`config.mk`:
```
export PLATFORM = sky130hd
export DESIGN_NAME = op_cycle_sequencer
export DESIGN_NICKNAME = d
export VERILOG_FILES = /design/src/rtl/op_cycle_sequencer_pkg.sv /design/src/rtl/op_cycle_sequencer_sync_counter.sv /design/src/rtl/op_cycle_sequencer.sv
export SDC_FILE = /design/constraint.sdc
export NUM_CORES = 1
export LEC_CHECK = 0
export BUFFER_PORTS_ARGS = -buffer_cell sky130_fd_sc_hd__buf_4
export CORE_MARGIN = 5
export CORE_UTILIZATION = 45
export DETAILED_ROUTE_END_ITERATION = 8
export PLACE_DENSITY = 0.69
export SYNTH_ARGS = -nofsm -noshare
export SYNTH_HDL_FRONTEND = slang
export SYNTH_SLANG_ARGS = --single-unit
```
`constraint.sdc`:
```
create_clock -name clk -period 4.49 [get_ports clk]
set_input_delay 0.898 -clock clk [delete_from_list [all_inputs] [get_ports clk]]
set_output_delay 0.898 -clock clk [all_outputs]
set_load 0.02 [all_outputs]
```
`src/rtl/op_cycle_sequencer_pkg.sv`:
```
// op_cycle_sequencer_pkg
// Shared definitions for the multicycle-operation sequencer:
//   - state_t        : sequencer state encoding (ST_IDLE, ST_RUN, ST_DONE)
//   - DEFAULT_CNT_W  : default counter / terminal-count width
package op_cycle_sequencer_pkg;

  localparam int DEFAULT_CNT_W = 6;

  typedef enum logic [1:0] {
    ST_IDLE = 2'd0,
    ST_RUN  = 2'd1,
    ST_DONE = 2'd2
  } state_t;

endpackage : op_cycle_sequencer_pkg

```
`src/rtl/op_cycle_sequencer_sync_counter.sv`:
```
// sync_counter
// CNT_W-bit cycle counter with synchronous clear and increment enable, plus
// a look-ahead compare telling the sequencer that the next increment would
// land on the terminal value.
// Ports:
//   clk     in   system clock
//   reset   in   synchronous active-high reset (clears the count)
//   clear   in   synchronous clear, has priority over inc
//   inc     in   increment enable
//   term    in   CNT_W  terminal value to compare against
//   count   out  CNT_W  current count
//   at_term out  high when count+1 equals term
module sync_counter
  import op_cycle_sequencer_pkg::*;
#(
  parameter int CNT_W = DEFAULT_CNT_W
) (
  input  logic             clk,
  input  logic             reset,
  input  logic             clear,
  input  logic             inc,
  input  logic [CNT_W-1:0] term,
  output logic [CNT_W-1:0] count,
  output logic             at_term
);

  localparam logic [CNT_W-1:0] ONE = {{(CNT_W-1){1'b0}}, 1'b1};

  logic [CNT_W-1:0] count_next;

  assign count_next = count + ONE;

  // The sum wraps only when count is all ones, which happens solely while
  // holding a full-scale terminal value in DONE; the compare is ignored there
  // and term is never zero, so the wrap cannot cause a false hit.
  assign at_term = (count_next == term);

  always_ff @(posedge clk) begin
    if (reset) begin
      count <= '0;
    end else if (clear) begin
      count <= '0;
    end else if (inc) begin
      count <= count_next;
    end
  end

endmodule : sync_counter

```
`src/rtl/op_cycle_sequencer.sv`:
```
// op_cycle_sequencer
// Multicycle-operation sequencer for iterative units (multiplier/divider
// control path). Accepts a start with a runtime terminal count, counts RUN
// cycles with stall and abort support, in one-shot or continuous mode.
// Ports:
//   clk    in   system clock, all state updates on rising edge
//   reset  in   synchronous active-high reset, beats every other input
//   start  in   request a new operation (taken in IDLE or DONE only)
//   term   in   CNT_W terminal count, 0 selects DEFAULT_TERM
//   cont   in   0 one-shot, 1 continuous auto-reload
//   stall  in   hold the count while in RUN
//   abort  in   cancel the operation, back to IDLE
//   busy   out  high while in RUN
//   done   out  one-cycle pulse per terminal event
//   ready  out  sticky completion flag
//   count  out  CNT_W current cycle count
module op_cycle_sequencer
  import op_cycle_sequencer_pkg::*;
#(
  parameter int CNT_W        = DEFAULT_CNT_W,
  parameter int DEFAULT_TERM = 16
) (
  input  logic             clk,
  input  logic             reset,
  input  logic             start,
  input  logic [CNT_W-1:0] term,
  input  logic             cont,
  input  logic             stall,
  input  logic             abort,
  output logic             busy,
  output logic             done,
  output logic             ready,
  output logic [CNT_W-1:0] count
);

  localparam logic [CNT_W-1:0] DEF_TERM = CNT_W'(DEFAULT_TERM);

  state_t           state;
  logic [CNT_W-1:0] term_q;
  logic             cont_q;

  logic start_ok;
  logic abort_act;
  logic run_step;
  logic at_term;
  logic term_hit;
  logic reload;
  logic cnt_clear;
  logic cnt_inc;

  // Abort outranks start, stall and the terminal event in the same cycle.
  assign start_ok  = start && !abort && (state == ST_IDLE || state == ST_DONE);
  assign abort_act = abort && (state == ST_RUN || state == ST_DONE);
  assign run_step  = (state == ST_RUN) && !stall && !abort;
  assign term_hit  = run_step && at_term;
  assign reload    = term_hit && cont_q;

  // One-shot terminal simply increments onto term_q; continuous reloads to 0.
  assign cnt_clear = abort_act || start_ok || reload;
  assign cnt_inc   = run_step && !reload;

  sync_counter #(
    .CNT_W (CNT_W)
  ) u_counter (
    .clk     (clk),
    .reset   (reset),
    .clear   (cnt_clear),
    .inc     (cnt_inc),
    .term    (term_q),
    .count   (count),
    .at_term (at_term)
  );

  always_ff @(posedge clk) begin
    if (reset) begin
      state  <= ST_IDLE;
      term_q <= '0;
      cont_q <= 1'b0;
      busy   <= 1'b0;
      done   <= 1'b0;
      ready  <= 1'b0;
    end else begin
      done <= 1'b0;
      if (abort_act) begin
        state <= ST_IDLE;
        busy  <= 1'b0;
        ready <= 1'b0;
      end else if (start_ok) begin
        term_q <= (term == '0) ? DEF_TERM : term;
        cont_q <= cont;
        state  <= ST_RUN;
        busy   <= 1'b1;
        ready  <= 1'b0;
      end else if (term_hit) begin
        done  <= 1'b1;
        ready <= 1'b1;
        if (!cont_q) begin
          state <= ST_DONE;
          busy  <= 1'b0;
        end
      end
    end
  end

endmodule : op_cycle_sequencer

```
Word level (Yosys, flattened, before mapping). Index checks and enable logic that the tools add are counted.

Reductions and logical operators: 24. Mux-type cells: 8. $add $sub $neg: 1. Bitwise operators: 2. Equal/unequal tests: 4.

Operators by type and width (number): $logic_and A1 B1 Y1 (8); $mux W1 (7); $add A6 B1 Y6 const B (1); $eq A6 B6 Y1 (1); $logic_not A6 Y1 (1); $mux W6 (1); $reduce_and A2 Y1 (3); $logic_or A1 B1 Y1 (4); $reduce_or A2 Y1 (2); $logic_not A1 Y1 (3); $reduce_or A3 Y1 (1); $eq A2 B1 Y1 const B (1); $eq A2 B2 Y1 const B (1); $logic_not A2 Y1 (1); $ne A2 B1 Y1 const B (1); $not A1 Y1 (2); $reduce_bool A2 Y1 (1).

Word-level logic and storage cells: 47. Output and inout bits: 9. Input port bits: 12. Register bits: 18.

Longest topological paths before layout.
Depth in word-level cells: 7. Mapped depth: 7.

Modules after synthesis. Synthesis repeated with hierarchy kept, for this count alone.

Cell total of the unflattened synthesis: 108. Area total of the unflattened synthesis: 935.9 µm².

Modules (own cells, without submodules): op_cycle_sequencer (area each 540.5 µm², sequential area each 220.2 µm², instances 1, cells each 61); sync_counter (area each 395.4 µm², sequential area each 120.1 µm², instances 1, cells each 47).

Worst setup path before layout. Ideal clock, no wire load.

Path type: input to register. From: input port abort. To: register state[1]. Path buffers: 0. Data required time: 4416 ps. Library setup time: 74 ps. Cell stages on the path: 5. Path slack: 2337 ps. Arrival time: 2079 ps. Cell sequence: or3b_4 nor3_2 o211ai_2 or3_1 a21oi_1.

Word-level cells in the longest chain between the ends: 4. Elaborated cells on any way between the ends: 8. Classes of those cells: reduce/logical (8).

Ends and longest elaborated chain: start: declaration (line op_cycle_sequencer.sv:29) `input logic abort,`; $logic_not A1 Y1 (line op_cycle_sequencer.sv:52, op_cycle_sequencer.sv:54); $logic_and A1 B1 Y1, on equally long branches (line op_cycle_sequencer.sv:52, op_cycle_sequencer.sv:54); $logic_and A1 B1 Y1, on equally long branches (line op_cycle_sequencer.sv:52, op_cycle_sequencer.sv:55); $reduce_or A3 Y1 (no source line) / $reduce_and A2 Y1 (equally long branches); end signal: assignment (line op_cycle_sequencer.sv:76) `state <= ST_IDLE;`; end signal: assignment (line op_cycle_sequencer.sv:85) `state <= ST_IDLE;`; end signal: assignment (line op_cycle_sequencer.sv:91) `state <= ST_RUN;`; end: declaration (line op_cycle_sequencer.sv:38) `state_t state;`.

Several ways; a longest one is shown, not always the timed one. A chain may end at the register's enable or synchronous reset.

Final worst setup path.
From: register state[0]. To: register u_counter.count[1].

Word-level cells in the longest chain between the ends: 7. Elaborated cells on any way between the ends: 16. Classes of those cells: eq/ne (2); reduce/logical (14).

Ends and longest elaborated chain: $eq A2 B1 Y1 (line op_cycle_sequencer.sv:53, op_cycle_sequencer.sv:54); $logic_and A1 B1 Y1 (2 in series) (line op_cycle_sequencer.sv:54) `assign run_step = (state == ST_RUN) && !stall && !abort;`; $logic_and A1 B1 Y1 (line op_cycle_sequencer.sv:55) `assign term_hit = run_step && at_term;`; $logic_and A1 B1 Y1 (line op_cycle_sequencer.sv:56) `assign reload = term_hit && cont_q;`; $logic_or A1 B1 Y1 / $logic_not A1 Y1 (equally long branches) (line op_cycle_sequencer.sv:59, op_cycle_sequencer.sv:60); $reduce_or A2 Y1 (no source line) / $logic_and A1 B1 Y1 (equally long branches); end signal: assignment (line op_cycle_sequencer_sync_counter.sv:44) `count <= count_next;`; end: declaration (line op_cycle_sequencer_sync_counter.sv:23) `output logic [CNT_W-1:0] count,`.

Several ways; a longest one is shown, not always the timed one.

==> metrics.md <==
| Metric | Value |
|---|---|
| Share of the synthesized area in the top cell type | `39.4%` |
| Largest net degree at the start of global routing | `11` |
| Max-cap violations | `0` |
| DR WL/cell | `12.0 µm` |
| Routed length on met3 | `97 µm` |
| EDFF count, synth | `0` |
| Remaining global-route overflow | `0` |
| Fin crit period | `2.25 ns` |
| Die height | `53.8 µm` |
| Psw | `70.0 µW` |
| Area contributors post-synth | `dfxtp_1 39%, mux2i_1 8.1%, xnor2_1 8.1%, ha_1 5.8%, nor2_1 5.6%` |
| Setup bufs post-CTS | `0` |
| Initial antenna violation count | `0` |
| Vias/cell | `4.91` |
| Root buf cell | `clkbuf_4` |
| Critical path data arrival time | `2.46 ns` |
| Worst Max-Slew Pin Slew | `1.01 ns` |
| Gr usage total | `14.2%` |
| Max-slew violations | `0` |
| Design area | `1070 µm²` |
| DR vias | `693` |
| Status | `finished clean` |
| Die ar. | `2900 µm²` |
| WP depth | `5` |
| Antenna-violating nets left | `0` |
| Hold Path Cell Cnt | `2` |
| Setup tns final | `0 ns` |
| IR Drop Worst-Case VDD | `0.259 mV` |
| H-tree depth | `1` |
| Final #Nets | `133` |
| Fraction of registers with async set/reset | `0%` |
| Area grow syn2layout | `23.3%` |
| GP Congestion | `0.800` |
| Avg Synthesized Cell Area | `9.20 µm²` |
| Site Rows | `15` |
| WL final | `1700 µm` |
| # port buffers | `20` |
| Worst-path clk slew | `0.11 ns` |
| CTS sink count | `17` |
| Worst path cell trace | `inv_1 -> ha_1 -> o211ai_1 -> nand2_1 -> nor3_1` |
| Top sig layer | `met4` |
| Hold violation total from the final report | `0` |
| Reg power frac | `57.6%` |
| Int Pwr | `206 µW` |
| Max stage delay on crit path | `0.81 ns` |
| Cell variety after synth | `28` |
| Critical path buffer and inverter count | `1` |
| CTS-repair resized insts | `0` |
| Initial Util | `48.5%` |
| Synth top cells by count | `17 x dfxtp_1, 13 x nor2_1, 8 x nor3_1, 8 x xnor2_1, 7 x mux2i_1` |
| WHS | `0.453 ns` |
| CORE AREA | `1780 µm²` |
| Switching Share | `25.4%` |
| WS Path Type | `flop to flop` |
| Mapped Area | `865 µm²` |
| CP required | `4.70 ns` |
| Setup crit end kind | `flop` |
| CTS Buffer Depth | `2` |
| Cts hold-fix bufs | `0` |
| # IOs | `21` |
| Die W | `53.8 µm` |
| Power Dens Cells | `259 nW/µm²` |
| Slew HR | `32.4%` |
| DR pass1 iterations | `3` |
| Register area share after synthesis | `39.4%` |
| Wire length on met1 | `830 µm` |
| # DRC | `0` |
| DP Area | `1040 µm²` |
| TritonCTS clock tree | `built` |
| Clock power frac | `30.0%` |
| CP delay by family, top | `compound AO/OA/AOI/OAI gates` |
| Most frequent cell after synthesis | `dfxtp_1` |
| Fin cells | `141` |
| Worst R2R Path Depth | `5` |
| Mapped Cells | `94` |
| Synth area leader | `dfxtp_1` |
| HPWL after detailed placement | `1340 µm` |
| Ys Warns | `0` |
| First-pass GRT wire length | `2960 µm` |
| RSZ-0062 raised after global routing | `false` |
| F_max | `445 MHz` |
| Routed wl met2 | `756 µm` |
| Placed insts | `137` |
| Slowest library cell on the worst path | `o211ai_1` |
| Ant. Diodes | `0` |
| Power consumption | `276 µW` |
| Final period util | `50.1%` |
| Flop and latch count out of synthesis | `17` |
| Syn nets | `110` |
| Skew final | `0.0109 ns` |
| Final count of negative-setup-slack endpoints | `0` |
| Lkg Pwr | `0.453 nW` |
| Initial DRC Count | `9` |
| CTS buffer count | `3` |
| FF-to-FF setup slack | `2.24 ns` |
| Ys flop type | `dfxtp_1` |
| Layout cells sized above 1 | `25.0%` |
| Startpoint Class | `flop` |
| Worst hold path type | `flop to flop` |
| Comb pwr share | `12.4%` |
| Clock latency at the later pin of the worst-skew pair | `0.30 ns` |
| Worst Path Max Fanout | `10` |
| Vias in the first global route | `665` |
state kept, by name, summed over array words and instances (netlist names):
signal,cells
state,2
u_counter.count,6
term_q,6
done,1
ready,1
cont_q,1
worst paths after layout:
check,from,to
worst max-delay path,state[0],u_counter.count[1]
worst min-delay path,ready,ready
worst max register to register,state[0],u_counter.count[1]
worst min register to register,ready,ready
cell usage in the layout (no fill, tap or decap), drive strengths merged, types with 2 or more instances in the layout:
cell	instances
nand3	2
nor3b	2
ha	4
and3	2
nand2	2
clkbuf	3
inv	4
buf	20
o211ai	2
mux2i	7
or3	2
nor2	13
nor3	9
xor2	3
dfxtp	17
xnor2	8
a21oi	6
power groups by stage:
stage / sequential (mW) / combinational (mW) / clock, mW
final: 0.159 / 0.0341 / 0.0828
after global routing: 0.159 / 0.0380 / 0.0931
after detailed placement: 0.162 / 0.0343 / 0
after CTS: 0.159 / 0.0344 / 0.0841
after floorplan: 0.162 / 0.0203 / 0
after global placement: 0.162 / 0.0338 / 0
cell families (layout without fill, tap and decap cells):
kind of cell	after synthesis	count (layout)	synth area share [%]
simple gates	37	37	23.4
compound gates	12	12	9.55
fa+ha+maj	4	4	5.79
xor+xnor	11	11	11.1
buf+inv	6	28	2.60
mux	7	7	8.10
flops	17	17	39.4
per-stage QoR:
stage          setup slack [ns]  util [%]
3_5_place_dp               2.05      58.2
5_1_grt                    2.00      59.8
6_report                   2.24      59.8
2_1_floorplan              2.34         -
3_3_place_gp               2.13      58.2
4_1_cts                    2.23      59.8
worst reg2reg max path, cell delays in order, from the launching register on:
cell,delay (ns)
dfxtp_1,0.40
inv_1,0.08
ha_1,0.19
o211ai_1,0.81
nand2_1,0.42
nor3_1,0.27
layer usage:
| layer | up-vias | GRT usage, % |
|---|---|---|
| li1 | 373 | - |
| met4 | 0 | 1.70 |
| met1 | 300 | 18.4 |
| met2 | 18 | 22.2 |
| met3 | 2 | 6.37 |
| met5 | - | 0 |
area by class of cell:
cell class              instances  area [µm²]
inverters                       4        15.0
multi-input cells              71         502
repair buffers                 20         150
fillers                       167         717
flip-flops and latches         17         340
well taps                      25        31.3
clock inverters                 1        5.00
clock buffers                   3        22.5
Note: power is estimated with default switching activity, not from simulation.
